===== src/rtl/lcd_text_refresh.sv =====
// lcd_text_refresh: character-LCD text engine for HD44780-class panels.
// Holds a ROWS x COLS character buffer and, after a one-time init sequence,
// redraws the whole panel continuously through a start/done byte handshake
// with the downstream byte-level LCD controller.
// Optional feature: define LCD_TEXT_HEX_EN to add the hex_en/hex_value port
// pair, which expands a 32-bit value into 8 hex digit characters.
module lcd_text_refresh #(
  parameter int COLS       = 16,
  parameter int ROWS       = 2,
  parameter int DLY_CYCLES = 262142,
  parameter int AW         = $clog2(ROWS * COLS)
) (
  input  logic          clock,
  input  logic          reset,
  input  logic          wr_en,
  input  logic [AW-1:0] wr_addr,
  input  logic [7:0]    wr_data,
  output logic          wr_ready,
`ifdef LCD_TEXT_HEX_EN
  input  logic          hex_en,
  input  logic [31:0]   hex_value,
`endif
  output logic [7:0]    lcd_data,
  output logic          lcd_rs,
  output logic          lcd_start,
  input  logic          lcd_done,
  output logic          init_done,
  output logic          frame_done
);

  localparam int CELLS = ROWS * COLS;
  localparam int RW    = (ROWS > 1) ? $clog2(ROWS) : 1;
  localparam int CW    = $clog2(COLS + 1);
  localparam int DW    = $clog2(DLY_CYCLES + 2);

  localparam logic [1:0] ST_LOAD    = 2'd0;
  localparam logic [1:0] ST_WAIT    = 2'd1;
  localparam logic [1:0] ST_DELAY   = 2'd2;
  localparam logic [1:0] ST_ADVANCE = 2'd3;

  logic [7:0]    buffer [CELLS];
  logic          cell_we;
  logic [AW-1:0] cell_waddr;
  logic [7:0]    cell_wdata;

  logic [1:0]    state;
  logic          sending_init;
  logic [1:0]    init_idx;
  logic [RW-1:0] row;
  logic [CW-1:0] col;
  logic [DW-1:0] dly_cnt;
  logic [7:0]    load_data;
  logic          load_rs;
  logic [AW-1:0] rd_idx;
  logic          last_row;
  logic          last_col;

  // DDRAM address of the first character of a row.
  function automatic logic [7:0] row_base(input logic [RW-1:0] r);
    if (int'(r) == 1)      return 8'h40;
    else if (int'(r) == 2) return 8'h14;
    else if (int'(r) == 3) return 8'h54;
    else                   return 8'h00;
  endfunction

`ifdef LCD_TEXT_HEX_EN
  // One extra nibble of headroom so addr+7 never wraps inside the counter.
  logic [3:0]    hex_cnt;
  logic [AW+3:0] hex_addr;
  logic [31:0]   hex_shift;

  function automatic logic [7:0] hex_digit(input logic [3:0] n);
    if (n < 4'd10) return 8'h30 + {4'h0, n};
    else           return 8'h37 + {4'h0, n};
  endfunction

  assign wr_ready = (hex_cnt == 4'd0);

  // Latch a hex request and walk its nibbles out, most significant first.
  always_ff @(posedge clock) begin
    if (reset) begin
      hex_cnt   <= 4'd0;
      hex_addr  <= '0;
      hex_shift <= 32'h0;
    end else if (hex_en && wr_ready) begin
      hex_cnt   <= 4'd8;
      hex_addr  <= (AW+4)'(wr_addr);
      hex_shift <= hex_value;
    end else if (hex_cnt != 4'd0) begin
      hex_cnt   <= hex_cnt - 4'd1;
      hex_addr  <= hex_addr + 1'b1;
      hex_shift <= {hex_shift[27:0], 4'h0};
    end
  end

  // Pick the buffer write source: hex expansion owns the port while busy,
  // and a hex request in the same cycle as wr_en wins.
  always_comb begin
    // NOTE: every output gets a default first so no path infers a latch.
    cell_we    = 1'b0;
    cell_waddr = wr_addr;
    cell_wdata = wr_data;
    if (hex_cnt != 4'd0) begin
      cell_we    = (int'(hex_addr) < CELLS);
      cell_waddr = hex_addr[AW-1:0];
      cell_wdata = hex_digit(hex_shift[31:28]);
    end else if (wr_en && !hex_en) begin
      cell_we    = (int'(wr_addr) < CELLS);
    end
  end
`else
  assign wr_ready = 1'b1;

  // Host writes go straight to the buffer; out-of-range addresses are dropped.
  always_comb begin
    cell_we    = wr_en && (int'(wr_addr) < CELLS);
    cell_waddr = wr_addr;
    cell_wdata = wr_data;
  end
`endif

  // Character buffer; every cell resets to a space.
  always_ff @(posedge clock) begin
    if (reset) begin
      // NOTE: this buffer is plain flops, so it can be reset cell by cell;
      // a RAM-inferred array would have to be cleared by a write sweep instead.
      for (int i = 0; i < CELLS; i++) buffer[i] <= 8'h20;
    end else if (cell_we) begin
      buffer[cell_waddr] <= cell_wdata;
    end
  end

  assign last_row = (row == RW'(ROWS - 1));
  assign last_col = (col == CW'(COLS));
  assign rd_idx   = AW'(int'(row) * COLS + int'(col) - 1);

  // Byte the sequencer would send from its current list position.
  always_comb begin
    load_data = 8'h00;
    load_rs   = 1'b0;
    if (sending_init) begin
      case (init_idx)
        2'd0:    load_data = 8'h38;
        2'd1:    load_data = 8'h0C;
        2'd2:    load_data = 8'h01;
        default: load_data = 8'h06;
      endcase
    end else if (col == '0) begin
      load_data = 8'h80 | row_base(row);
    end else begin
      load_data = buffer[rd_idx];
      load_rs   = 1'b1;
    end
  end

  // Per-byte handshake FSM and byte-list position.
  always_ff @(posedge clock) begin
    if (reset) begin
      state        <= ST_LOAD;
      lcd_data     <= 8'h00;
      lcd_rs       <= 1'b0;
      lcd_start    <= 1'b0;
      init_done    <= 1'b0;
      frame_done   <= 1'b0;
      sending_init <= 1'b1;
      init_idx     <= 2'd0;
      row          <= '0;
      col          <= '0;
      dly_cnt      <= '0;
    end else begin
      // NOTE: non-blocking assignments so every flop samples pre-edge values.
      frame_done <= 1'b0;
      case (state)
        ST_LOAD: begin
          lcd_data  <= load_data;
          lcd_rs    <= load_rs;
          lcd_start <= 1'b1;
          state     <= ST_WAIT;
        end
        ST_WAIT: begin
          if (lcd_done) begin
            lcd_start <= 1'b0;
            dly_cnt   <= '0;
            state     <= ST_DELAY;
          end
        end
        ST_DELAY: begin
          if (dly_cnt == DW'(DLY_CYCLES)) begin
            state <= ST_ADVANCE;
            // Status flags are raised so they are high during ADVANCE.
            if (sending_init && init_idx == 2'd3) init_done <= 1'b1;
            if (!sending_init && last_row && last_col) frame_done <= 1'b1;
          end else begin
            dly_cnt <= dly_cnt + 1'b1;
          end
        end
        default: begin
          state <= ST_LOAD;
          if (sending_init) begin
            if (init_idx == 2'd3) sending_init <= 1'b0;
            else                  init_idx     <= init_idx + 2'd1;
          end else if (last_col) begin
            col <= '0;
            row <= last_row ? '0 : row + 1'b1;
          end else begin
            col <= col + 1'b1;
          end
        end
      endcase
    end
  end

endmodule


===== config.mk =====
export PLATFORM = sky130hd
export DESIGN_NAME = lcd_text_refresh
export DESIGN_NICKNAME = d
export VERILOG_FILES = /design/src/rtl/lcd_text_refresh.sv
export SDC_FILE = /design/constraint.sdc
export NUM_CORES = 1
export LEC_CHECK = 0
export BUFFER_PORTS_ARGS = -buffer_cell sky130_fd_sc_hd__clkbuf_2
export CORE_ASPECT_RATIO = 1.75
export CORE_MARGIN = 10
export CORE_UTILIZATION = 45
export CTS_CLUSTER_DIAMETER = 100
export DETAILED_ROUTE_END_ITERATION = 8
export GPL_TIMING_DRIVEN = 0
export PLACE_DENSITY = 0.59
export REMOVE_ABC_BUFFERS = 1
export SYNTH_ARGS = -nofsm -noshare
export SYNTH_HDL_FRONTEND = slang
export SYNTH_SLANG_ARGS = --single-unit
export TNS_END_PERCENT = 100

===== constraint.sdc =====
create_clock -name clock -period 3.4 [get_ports clock]
set_input_delay 0.17 -clock clock [delete_from_list [all_inputs] [get_ports clock]]
set_output_delay 0.17 -clock clock [all_outputs]
set_load 0.1 [all_outputs]

==> flow_metrics.py <==
metrics = {
    "synthesis": {
        "ys_ff_latch": 297,
        "synth_top_area_frac": 0.5429,
        "ys_top_cells_by_area": "edfxtp_1 (54%), and2_1 (10%), mux4_2 (6.8%)",
        "post-synth-top-count-cell": "edfxtp_1",
        "ys_async_sr_fraction": 0,
        "synth_flop_cell": "edfxtp_1",
        "synth_area_leader_cell": "edfxtp_1",
        "yosysSeqAreaShare": 0.6009,
        "synth.distinct_cells": 58,
        "yosys-top-cells-count": "edfxtp_1 (256), and2_1 (227), nor2_1 (82)",
        "synth_cells": 1055,
        "synth-edff-count": 256,
        "syn_area_per_cell_um2": 13.42,
        "synth_area_um2": 14160,
        "ys_warn_count": 0,
    },
    "placed_design": {
        "gp_congestion": 0.7718,
        "portBuffers": 28,
        "dp_hpwl_um": 21670,
    },
    "timing": {
        "setup_viol": 0,
        "rsz0062_at_grt": "no",
        "relSlewSlack": 0.06887,
        "fmax_mhz": 303.6,
        "drv_slew": 0,
        "fin_crit_sh": 0.9686,
        "min_period_ns": 3.293,
        "worst_pin_slew_ns": 1.382,
        "holdWs_ns": 0.1810,
        "finalHoldViolations": 0,
        "skew_ns": 0.01335,
    },
    "worst_setup_path": {
        "startpoint_type": "register",
        "crit_arrival_ns": 3.70,
        "cp-end-kind": "register",
        "r2r_slack_ns": 0.11,
        "crit_fanout": 14,
        "required_ns": 3.81,
        "cp_slowest_cell": "fa_4",
        "cp_slowest_stage_delay_ns": 0.83,
        "r2r_start": "col[1]",
        "r2r_end": "lcd_data[3]",
        "r2r_cells": 11,
        "worstPathCellList": "inv_2 > ha_1 > inv_1 > fa_4 > buf_4 > buf_16 > mux4_2 > a21oi_1 > a21boi_0 > o21ai_0 > a311oi_1",
        "path_class": "register to register",
    },
    "finish": {
        "drive_above_1_share": 0.1463,
        "fin_nets": 1088,
        "num_antenna_cells": 0,
        "nFillCells": 2610,
        "area_delta_synth_final_pct": 11.06,
    },
    "global_routing": {
        "antenna_found_initial": 0,
        "grt_max_degree": 54,
        "grt_pass1_vias": 8516,
        "grt_pass1_wl_um": 52560,
        "grt-ovfl-total": 0,
        "grt_util_all_layers": 0.1760,
    },
    "detailed_routing": {
        "via_per_inst": 5.690,
        "postRouteAntennaNets": 0,
        "route.vias.total": 8330,
        "drc": 0,
        "dr.first_iter.drc_count": 627,
        "wire_per_inst_um": 23.78,
        "dr.pass1.iters": 5,
        "totalWireLength_um": 34820,
    },
    "run_status": {
        "status": "finished clean",
    },
    "die": {
        "row_count": 85,
        "pin_count": 30,
        "chipWidth_um": 154.1,
        "core_um2": 30950,
        "dieArea_um2": 39240,
        "start_util": 0.4575,
        "die_h_um": 254.7,
    },
    "clock_network": {
        "cts_buffers": 28,
        "insertion_delay_ns": 0.56,
        "cts_root_buffer": "clkbuf_16",
        "cts_tree": "built",
        "cts.sinks": 297,
        "clockBufferDepth": 3,
        "clk_pin_slew_ns": 0.07,
        "htree_levels": 1,
    },
    "power_and_ir_drop": {
        "ir_drop_mv": 0.5155,
        "p_leak_nw": 5.381,
        "powerDensity_nw_per_um2": 548.9,
        "p_total_w": 0.008632,
    },
    "min_path": {
        "worstHoldPathCells": 2,
        "hold_end": "state[1]",
        "min_path_type": "input pin to register",
        "min_from": "reset",
    },
    "run": {
        "max_cap_violations": 0,
    },
}
==> critical path, delay by kind of cell, from the launching register on <==
kind / cells / cell delay, ns
compound gates: 4 / 0.87
fa+ha+maj: 2 / 1.01
buf+inv: 4 / 0.55
flops: 1 / 0.36
mux: 1 / 0.34
==> final cells by class <==
type,count,area [um^2],share of cell area
well taps,391,489.2,0.03111
flip-flops and latches,297,8512,0.5413
clock inverters,21,311.5,0.01981
repair buffers,43,325.3,0.02069
multi-input cells,664,5286,0.3362
clock buffers,31,733.2,0.04663
inverters,17,67.56,0.004297
==> metrics by stage <==
stage	utilization	TNS, ns	instances	worst slack, ns	instance area [um^2]
finish	0.5081	0	1464	0.1067	15730
global route	0.5081	0	1464	0.004176	15730
CTS	0.5071	0	1462	0.03167	15690
detailed placement	0.4678	-82.40	1400	-0.8637	14480
global placement	0.4649	-131.66	1396	-5.164	14390
floorplan	-	-14.76	977	-2.024	13760
==> worst max-delay path by stage <==
stage,startpoint,end,slack (ns)
final,col[1],lcd_data[3],0.11
after global placement,col[0],lcd_data[4],-5.16
after CTS,col[1],lcd_data[4],0.03
after floorplan,col[0],lcd_data[4],-2.02
after global routing,col[1],lcd_data[3],0.004
after detailed placement,col[0],lcd_data[4],-0.86
==> report_power, final <==
| group | internal [W] | total, W | switching (W) | leakage, nW |
|---|---|---|---|---|
| clock network | 0.00216 | 0.00356 | 0.00140 | 0.493 |
| registers | 0.00416 | 0.00424 | 0.0000783 | 2.79 |
| logic | 0.000215 | 0.000826 | 0.000611 | 2.10 |
==> kinds of logic (layout without fill, tap and decap cells) <==
kind of cell | Yosys count | count (layout) | share of synthesized area
DFF | 297 | 297 | 0.6009
and+or+nand+nor | 445 | 445 | 0.1752
buffers and inverters | 95 | 112 | 0.03279
AOI/OAI and AO/OA | 95 | 95 | 0.04269
xor gates and xnor gates | 27 | 28 | 0.01776
adders and majority gates | 20 | 20 | 0.01820
other | 1 | 1 | 0.0002649
muxes | 75 | 75 | 0.1122
==> layer usage <==
layer,part of all wire,GRT usage
met4,0.022,0.05226
met3,0.040,0.02462
met5,0,0
met1,0.40,0.2041
met2,0.54,0.3270
==> flip-flops by register name, summed over array words and instances, names as in the netlist <==
register / cells
last_row: 1
init_idx: 2
col: 5
dly_cnt: 18
buffer: 256
state: 2
frame_done: 1
sending_init: 1
lcd_rs: 1
lcd_data: 8
init_done: 1
lcd_start: 1
==> repair_timing <==
action                                 CTS  global route
hold buffers                             1             0
gates cloned                             1             0
buffers inserted                         8             0
setup endpoints to repair               87             5
endpoints found under the hold margin    1             0
gates resized for setup                  9             4
pin swaps                                2             1
==> cells in the final DEF (no fill, tap or decap), types with 3 or more instances in the layout <==
master      count
xor2_1         17
clkbuf_16      29
xnor2_1         7
clkbuf_2       29
clkinv_1        5
nor3_1          6
a22oi_1         6
and3_1         10
a311oi_1        6
nor2b_1         3
buf_4           7
bufinv_16       8
a31oi_1         8
mux4_2         43
dfxtp_1        40
edfxtp_1      256
nand4_1         7
or3_1          35
ha_1           18
nand3b_1        7
clkinvlp_4      6
a21oi_1         8
and2_1        227
mux2_2          6
inv_1          14
nand3_1        31
mux2i_1         8
a21boi_0        3
nor4_1          4
o21ai_1        12
mux4_1         18
clkinv_2        3
o21ai_0        27
nand2_1        28
nor2_1         80
(Power assumes the default switching activity.)
